`src/rtl/bus_pkg.sv`:
```
// -----------------------------------------------------------------------------
// bus_pkg -- shared definitions for the round-robin bus router.
//
// Contents:
//   ID_W          width of the destination-ID field at the top of a packet
//   MAX_PKT_W     widest packet get_dest_id() accepts
//   bus_state_e   router FSM state encoding (IDLE / GRANT / DELIVER)
//   get_dest_id() returns the top ID_W bits of a pkt_w-bit packet
// -----------------------------------------------------------------------------
package bus_pkg;

  localparam int ID_W      = 8;
  localparam int MAX_PKT_W = 1024;

  typedef enum logic [1:0] {
    ST_IDLE    = 2'd0,
    ST_GRANT   = 2'd1,
    ST_DELIVER = 2'd2
  } bus_state_e;

  // The packet arrives zero-extended to MAX_PKT_W bits. Shifting right by
  // (pkt_w - ID_W) brings the ID field down to bit 0.
  function automatic logic [ID_W-1:0] get_dest_id(
    input logic [MAX_PKT_W-1:0] pkt,
    input int                   pkt_w
  );
    logic [MAX_PKT_W-1:0] sh;
    sh = pkt >> (pkt_w - ID_W);
    return sh[ID_W-1:0];
  endfunction

endpackage

```
`src/rtl/rr_arbiter.sv`:
```
// -----------------------------------------------------------------------------
// rr_arbiter -- combinational round-robin selector.
//
// Picks the requester nearest at or after ptr_i, wrapping modulo N.
//
// Ports:
//   req_i    [N-1:0]   request vector
//   ptr_i    [PW-1:0]  highest-priority index (always < N)
//   grant_o  [PW-1:0]  index of the chosen requester (0 when none)
//   valid_o            at least one request is present
// -----------------------------------------------------------------------------
module rr_arbiter #(
  parameter int N  = 4,
  parameter int PW = 2
) (
  input  logic [N-1:0]  req_i,
  input  logic [PW-1:0] ptr_i,
  output logic [PW-1:0] grant_o,
  output logic          valid_o
);

  // For each requester, compute its forward distance from the pointer.
  // The requester with the smallest distance wins.
  always_comb begin
    int p;
    int d;
    int best;
    grant_o = '0;
    valid_o = 1'b0;
    p       = int'(ptr_i);
    d       = 0;
    best    = N;
    for (int i = 0; i < N; i++) begin
      if (req_i[i]) begin
        d = (i >= p) ? (i - p) : (i + N - p);
        if (d < best) begin
          best    = d;
          grant_o = PW'(i);
          valid_o = 1'b1;
        end
      end
    end
  end

endmodule

```
`src/rtl/bus_rr_router.sv`:
```
// -----------------------------------------------------------------------------
// bus_rr_router -- round-robin packet router between drvrs devices.
//
// Each device offers a head packet (pndng/D_pop). The router grants one
// device, pops its packet, and delivers it. A packet goes either to a single
// destination or, when its ID equals `broadcast`, to every other device.
// Packets that cannot be delivered are dropped.
//
// Handshake semantics: pop[i] and push[i] are single-cycle pulses. A device
// dequeues its head packet in any cycle where pop[i] is high. A device writes
// D_push[i] in any cycle where push[i] is high. The router never pushes to a
// target whose full bit is high in that cycle. Instead it waits in DELIVER
// until every target can accept, then pushes to all targets at once.
//
// Ports:
//   clk, reset          rising-edge clock; synchronous active-low reset
//   pndng   [drvrs]     device i has a packet ready
//   D_pop   [drvrs][W]  head packet of device i
//   full    [drvrs]     device i cannot accept a packet
//   pop     [drvrs]     dequeue pulse to device i
//   push    [drvrs]     write pulse to device i
//   D_push  [drvrs][W]  packet register, copied to every device
//   drop                granted packet discarded (bad or self destination)
//   busy                FSM not in IDLE
//   dbg_state [2]       current FSM state (bus_state_e encoding)
//   pkt_cnt, drop_cnt   saturating counters; present only with BUS_STATS_EN
//
// Optional feature macro: BUS_STATS_EN
// -----------------------------------------------------------------------------
module bus_rr_router
  import bus_pkg::*;
#(
  parameter int              bits      = 1,
  parameter int              drvrs     = 4,
  parameter int              pckg_sz   = 16,
  parameter logic [ID_W-1:0] broadcast = 8'hFF
) (
  input  logic                            clk,
  input  logic                            reset,
  input  logic [drvrs-1:0]                pndng,
  input  logic [drvrs-1:0][pckg_sz-1:0]   D_pop,
  input  logic [drvrs-1:0]                full,
  output logic [drvrs-1:0]                pop,
  output logic [drvrs-1:0]                push,
  output logic [drvrs-1:0][pckg_sz-1:0]   D_push,
  output logic                            drop,
  output logic                            busy,
  output logic [1:0]                      dbg_state
`ifdef BUS_STATS_EN
  ,
  output logic [31:0]                     pkt_cnt,
  output logic [31:0]                     drop_cnt
`endif
);

  localparam int PW = (drvrs > 1) ? $clog2(drvrs) : 1;

  // Parameter legality, checked at elaboration.
  if (bits != 1) begin : g_bad_bits
    $error("bus_rr_router: only bits=1 is supported");
  end
  if (drvrs < 1 || drvrs > 255) begin : g_bad_drvrs
    $error("bus_rr_router: drvrs must be in 1..255");
  end
  if (pckg_sz < 9 || pckg_sz > MAX_PKT_W) begin : g_bad_pckg_sz
    $error("bus_rr_router: pckg_sz out of range");
  end

  bus_state_e           state_q, state_d;
  logic [PW-1:0]        rr_ptr_q, rr_ptr_d;
  logic [PW-1:0]        src_q, src_d;
  logic [pckg_sz-1:0]   pkt_q, pkt_d;

  logic [PW-1:0]        arb_grant;
  logic                 arb_valid;
  logic [ID_W-1:0]      dest_id;
  logic [drvrs-1:0]     targets;

  rr_arbiter #(
    .N  (drvrs),
    .PW (PW)
  ) u_arb (
    .req_i   (pndng),
    .ptr_i   (rr_ptr_q),
    .grant_o (arb_grant),
    .valid_o (arb_valid)
  );

  assign dest_id = get_dest_id(MAX_PKT_W'(pkt_q), pckg_sz);

  // Target set for the packet in pkt_q. Out-of-range IDs match no lane, and
  // the source lane is always excluded, so an empty set covers bad IDs,
  // self-addressed unicasts, and broadcast with a single device.
  always_comb begin
    targets = '0;
    for (int i = 0; i < drvrs; i++) begin
      if (dest_id == broadcast) begin
        targets[i] = (32'(src_q) != i);
      end else begin
        targets[i] = (32'(dest_id) == i) && (32'(src_q) != i);
      end
    end
  end

  // Next-state and output logic.
  always_comb begin
    state_d  = state_q;
    rr_ptr_d = rr_ptr_q;
    src_d    = src_q;
    pkt_d    = pkt_q;
    pop      = '0;
    push     = '0;
    drop     = 1'b0;
    case (state_q)
      ST_IDLE: begin
        if (arb_valid) begin
          src_d   = arb_grant;
          state_d = ST_GRANT;
        end
      end
      ST_GRANT: begin
        for (int i = 0; i < drvrs; i++) begin
          if (32'(src_q) == i) begin
            pop[i] = 1'b1;
            pkt_d  = D_pop[i];
          end
        end
        rr_ptr_d = (32'(src_q) == drvrs - 1) ? '0 : src_q + PW'(1);
        state_d  = ST_DELIVER;
      end
      ST_DELIVER: begin
        if (targets == '0) begin
          drop    = 1'b1;
          state_d = ST_IDLE;
        end else if ((full & targets) == '0) begin
          push    = targets;
          state_d = ST_IDLE;
        end
      end
      default: state_d = ST_IDLE;
    endcase
  end

  always_ff @(posedge clk) begin
    if (!reset) begin
      state_q  <= ST_IDLE;
      rr_ptr_q <= '0;
      src_q    <= '0;
      pkt_q    <= '0;
    end else begin
      state_q  <= state_d;
      rr_ptr_q <= rr_ptr_d;
      src_q    <= src_d;
      pkt_q    <= pkt_d;
    end
  end

  assign busy      = (state_q != ST_IDLE);
  assign dbg_state = state_q;

  always_comb begin
    for (int i = 0; i < drvrs; i++) begin
      D_push[i] = pkt_q;
    end
  end

`ifdef BUS_STATS_EN
  logic [31:0] pkt_cnt_q;
  logic [31:0] drop_cnt_q;

  // A broadcast counts once, because all targets are pushed in one cycle.
  always_ff @(posedge clk) begin
    if (!reset) begin
      pkt_cnt_q  <= '0;
      drop_cnt_q <= '0;
    end else begin
      if ((|push) && (pkt_cnt_q != 32'hFFFF_FFFF)) begin
        pkt_cnt_q <= pkt_cnt_q + 32'd1;
      end
      if (drop && (drop_cnt_q != 32'hFFFF_FFFF)) begin
        drop_cnt_q <= drop_cnt_q + 32'd1;
      end
    end
  end

  assign pkt_cnt  = pkt_cnt_q;
  assign drop_cnt = drop_cnt_q;
`endif

endmodule

```
`config.mk`:
```
export PLATFORM = sky130hd
export DESIGN_NAME = bus_rr_router
export DESIGN_NICKNAME = d
export VERILOG_FILES = /design/src/rtl/bus_pkg.sv /design/src/rtl/rr_arbiter.sv /design/src/rtl/bus_rr_router.sv
export SDC_FILE = /design/constraint.sdc
export NUM_CORES = 1
export LEC_CHECK = 0
export ABC_AREA = 1
export ABC_CLOCK_PERIOD_IN_PS = 2700
export CORE_ASPECT_RATIO = 0.7
export CORE_MARGIN = 5
export CORE_UTILIZATION = 33
export CTS_CLUSTER_SIZE = 28
export DETAILED_ROUTE_END_ITERATION = 7
export GPL_ROUTABILITY_DRIVEN = 0
export HOLD_SLACK_MARGIN = 0.03
export PLACE_DENSITY = 0.89
export REMOVE_ABC_BUFFERS = 1
export SYNTH_ARGS = -nofsm -noshare
export SYNTH_HDL_FRONTEND = slang
export SYNTH_SLANG_ARGS = --single-unit
```
`constraint.sdc`:
```
create_clock -name clk -period 2.7 [get_ports clk]
set_input_delay 0.54 -clock clk [delete_from_list [all_inputs] [get_ports clk]]
set_output_delay 0.54 -clock clk [all_outputs]
set_load 0.05 [all_outputs]
```
==> flow_summary.yaml <==
sta:
  tightest_slew_ns: 0.527
  fin_crit_sh_pct: 112
  slew_headroom_pct: 64.8
  min_period_ns: 3.02
  fin_skew_ns: 0.00485
  setup_ws_ns: -0.318
  setup_viol: 5
  fin_setup_tns_ns: -0.890
  slew_violations: 0
  hold_violations: 0
  clock.fmax_mhz: 331
  rsz0062_at_grt: "yes"
cells_and_area:
  final_common_cell: "clkdlybuf4s50_1"
  n_antenna_cell: 0
  area_growth_pct: 85.6
  final_layout_size_suffix_gt1_share_pct: 24.3
  fin_area_um2: 4030
  final.fill_count: 511
  fin_nets: 550
  layout_common_cells: "clkdlybuf4s50_1, nand2_1, buf_4"
die:
  io_pins: 150
  design.core.area_um2: 6310
  fp.dieW_um: 107
  rows: 24
  start_util_pct: 34.5
  die_y_um: 77.9
  dieArea_um2: 8330
grt:
  grt_max_degree: 33
  grt_usage_pct: 19.7
  grt_pass1_vias: 2697
  grt_first_pass_wirelength_um: 13500
  grt_overflow_total: 0
  grt_antenna_before_repair: 0
critical_path:
  arrival_ns: 3.17
  rrSetupSlack_ns: -0.32
  slowest_stage: "dfxtp_2"
  path_common_cell: "nand2_2"
  path_class: "reg -> reg"
  max_stage_delay_ns: 0.34
  critical_path.top_delay_family: "simple AND/OR/NAND/NOR gates"
  cp-start-kind: "flip-flop"
  crit_fanout: 4
  path_buf_inv: 4
  end_kind: "flip-flop"
  required_ns: 2.86
route:
  wirelength_um: 8670
  num_vias: 2616
  wire_per_inst_um: 16.1
  first_pass_iters: 4
  via_per_inst: 4.85
  drt_iter0_markers: 100
  drc: 0
  final_antenna_net_count: 0
logic_synthesis:
  synth_compound_area_share_pct: 21.1
  ys_warn_count: 0
  synth_cell_types: 29
  synthAdderAreaFrac_pct: 8.06
  synth-simple-area-share_pct: 24.9
  synthCells: 330
  ys_ff_latch: 22
  netlist_area_um2: 2170
  synth-xor-area-share_pct: 0
  synth_top_family_by_area: "buffers and inverters"
  avgSynthCellArea_um2: 6.59
  synth_mux_area_share_pct: 0
  ys_seq_area_share_pct: 20.3
power_and_ir_drop:
  p_per_area_nw_per_um2: 805
  ir_drop_v: 0.000681
  total_leakage_power_nw: 1.70
  p_total_mw: 3.25
clocking:
  clock-sinks: 22
  cts_buffer_depth: 2
  cts.root.buffer_cell: "clkbuf_8"
  clk_pin_slew_worst_paths_ns: 0.08
  cts_tree: "built"
  insertion_delay_ns: 0.27
  cts_made_buffers: 3
  cts_htree_levels: 1
outcome:
  violations: "negative setup slack"
  run_status: "complete, but fails checks"
hold_path:
  hold_class: "reg -> reg"
placed_design:
  io_buffers: 149
  dpl.hpwl_um: 6640
  placedInstanceArea_um2: 3640
job:
  cap_violations: 0
worst min-delay path, delay by kind of cell (launching register included):
kind	cells	cell delay (ns)
DFF	1	0.36
and+or+nand+nor	1	0.09
AOI/OAI and AO/OA	1	0.04
area by class of cell:
class / count / area [um2] / area share [%]
repair buffers: 189 / 1900 / 47.1
inverters: 34 / 143 / 3.54
clock inverters: 1 / 30.0 / 0.744
clock buffers: 3 / 41.3 / 1.02
multi-input cells: 212 / 1370 / 33.9
well taps: 78 / 97.6 / 2.42
flip-flops and latches: 22 / 454 / 11.3
what timing repair did:
item	4_1_cts	5_1_grt
endpoints found under the setup margin	8	7
setup buffers	7	6
pin swaps	12	27
resized for setup	30	30
hold buffers	0	0
stage by stage:
step / setup WS, ns / cells / hold WS (ns) / util [%]
floorplan: -1.74 / 268 / 0.475 / -
global placement: -0.585 / 522 / 0.484 / 57.8
detailed placement: -0.720 / 522 / 0.505 / 57.8
CTS: -0.253 / 533 / 0.525 / 61.6
global route: -0.515 / 539 / 0.545 / 64.0
finish: -0.318 / 539 / 0.524 / 64.0
worst paths after layout:
path / startpoint / end / depth (start not counted)
hold / removal: src_q[1] / src_q[1] / 2
hold reg to reg: src_q[1] / src_q[1] / 2
setup reg to reg: rr_ptr_q[1] / src_q[1] / 29
setup / recovery: rr_ptr_q[1] / src_q[1] / 29
routing by layer:
metal  vias to the layer above  global-route usage [%]  wire length, um
met5                         -                       0                0
met4                         0                    4.47               82
met3                         6                    3.32              499
met2                       103                    36.4             4680
met1                      1200                    24.0             3410
li1                       1307                       -                -
cells by family (layout without fill, tap and decap cells):
family,after synthesis,in the layout
fa+ha+maj,14,14
simple gates,121,121
compound gates,77,77
buf+inv,96,227
flops,22,22
synthesized netlist by cell type, drive strengths merged:
cell	n	share of area, %
nand3	20	4.6
clkbuf	8	1.4
o21ai	15	3.5
o211ai	16	5.5
nand2	75	15
dfxtp	22	20
nor2	18	3.2
clkinv	5	1.1
ha	14	8.1
nor3	2	0.46
a221oi	5	2.0
nor4	2	0.58
inv	28	4.8
o31ai	2	0.69
nand4	3	0.86
a31oi	1	0.29
bufinv	1	0.81
a21oi	36	8.5
a211oi	1	0.35
buf	54	18
nor3b	1	0.35
o22ai	1	0.29
power breakdown:
part	switching [mW]	leakage [nW]	internal (mW)	total [mW]
logic	1.52	1.48	0.908	2.43
registers	0.0985	0.185	0.403	0.502
clock network	0.113	0.0357	0.198	0.311
total	1.74	1.70	1.51	3.25
sequential cells by signal, indices dropped and copies added, names as in the netlist:
signal	flops
pkt_q	16
dbg_state	2
rr_ptr_q	2
src_q	2
Note: power is estimated with default switching activity, not from simulation.
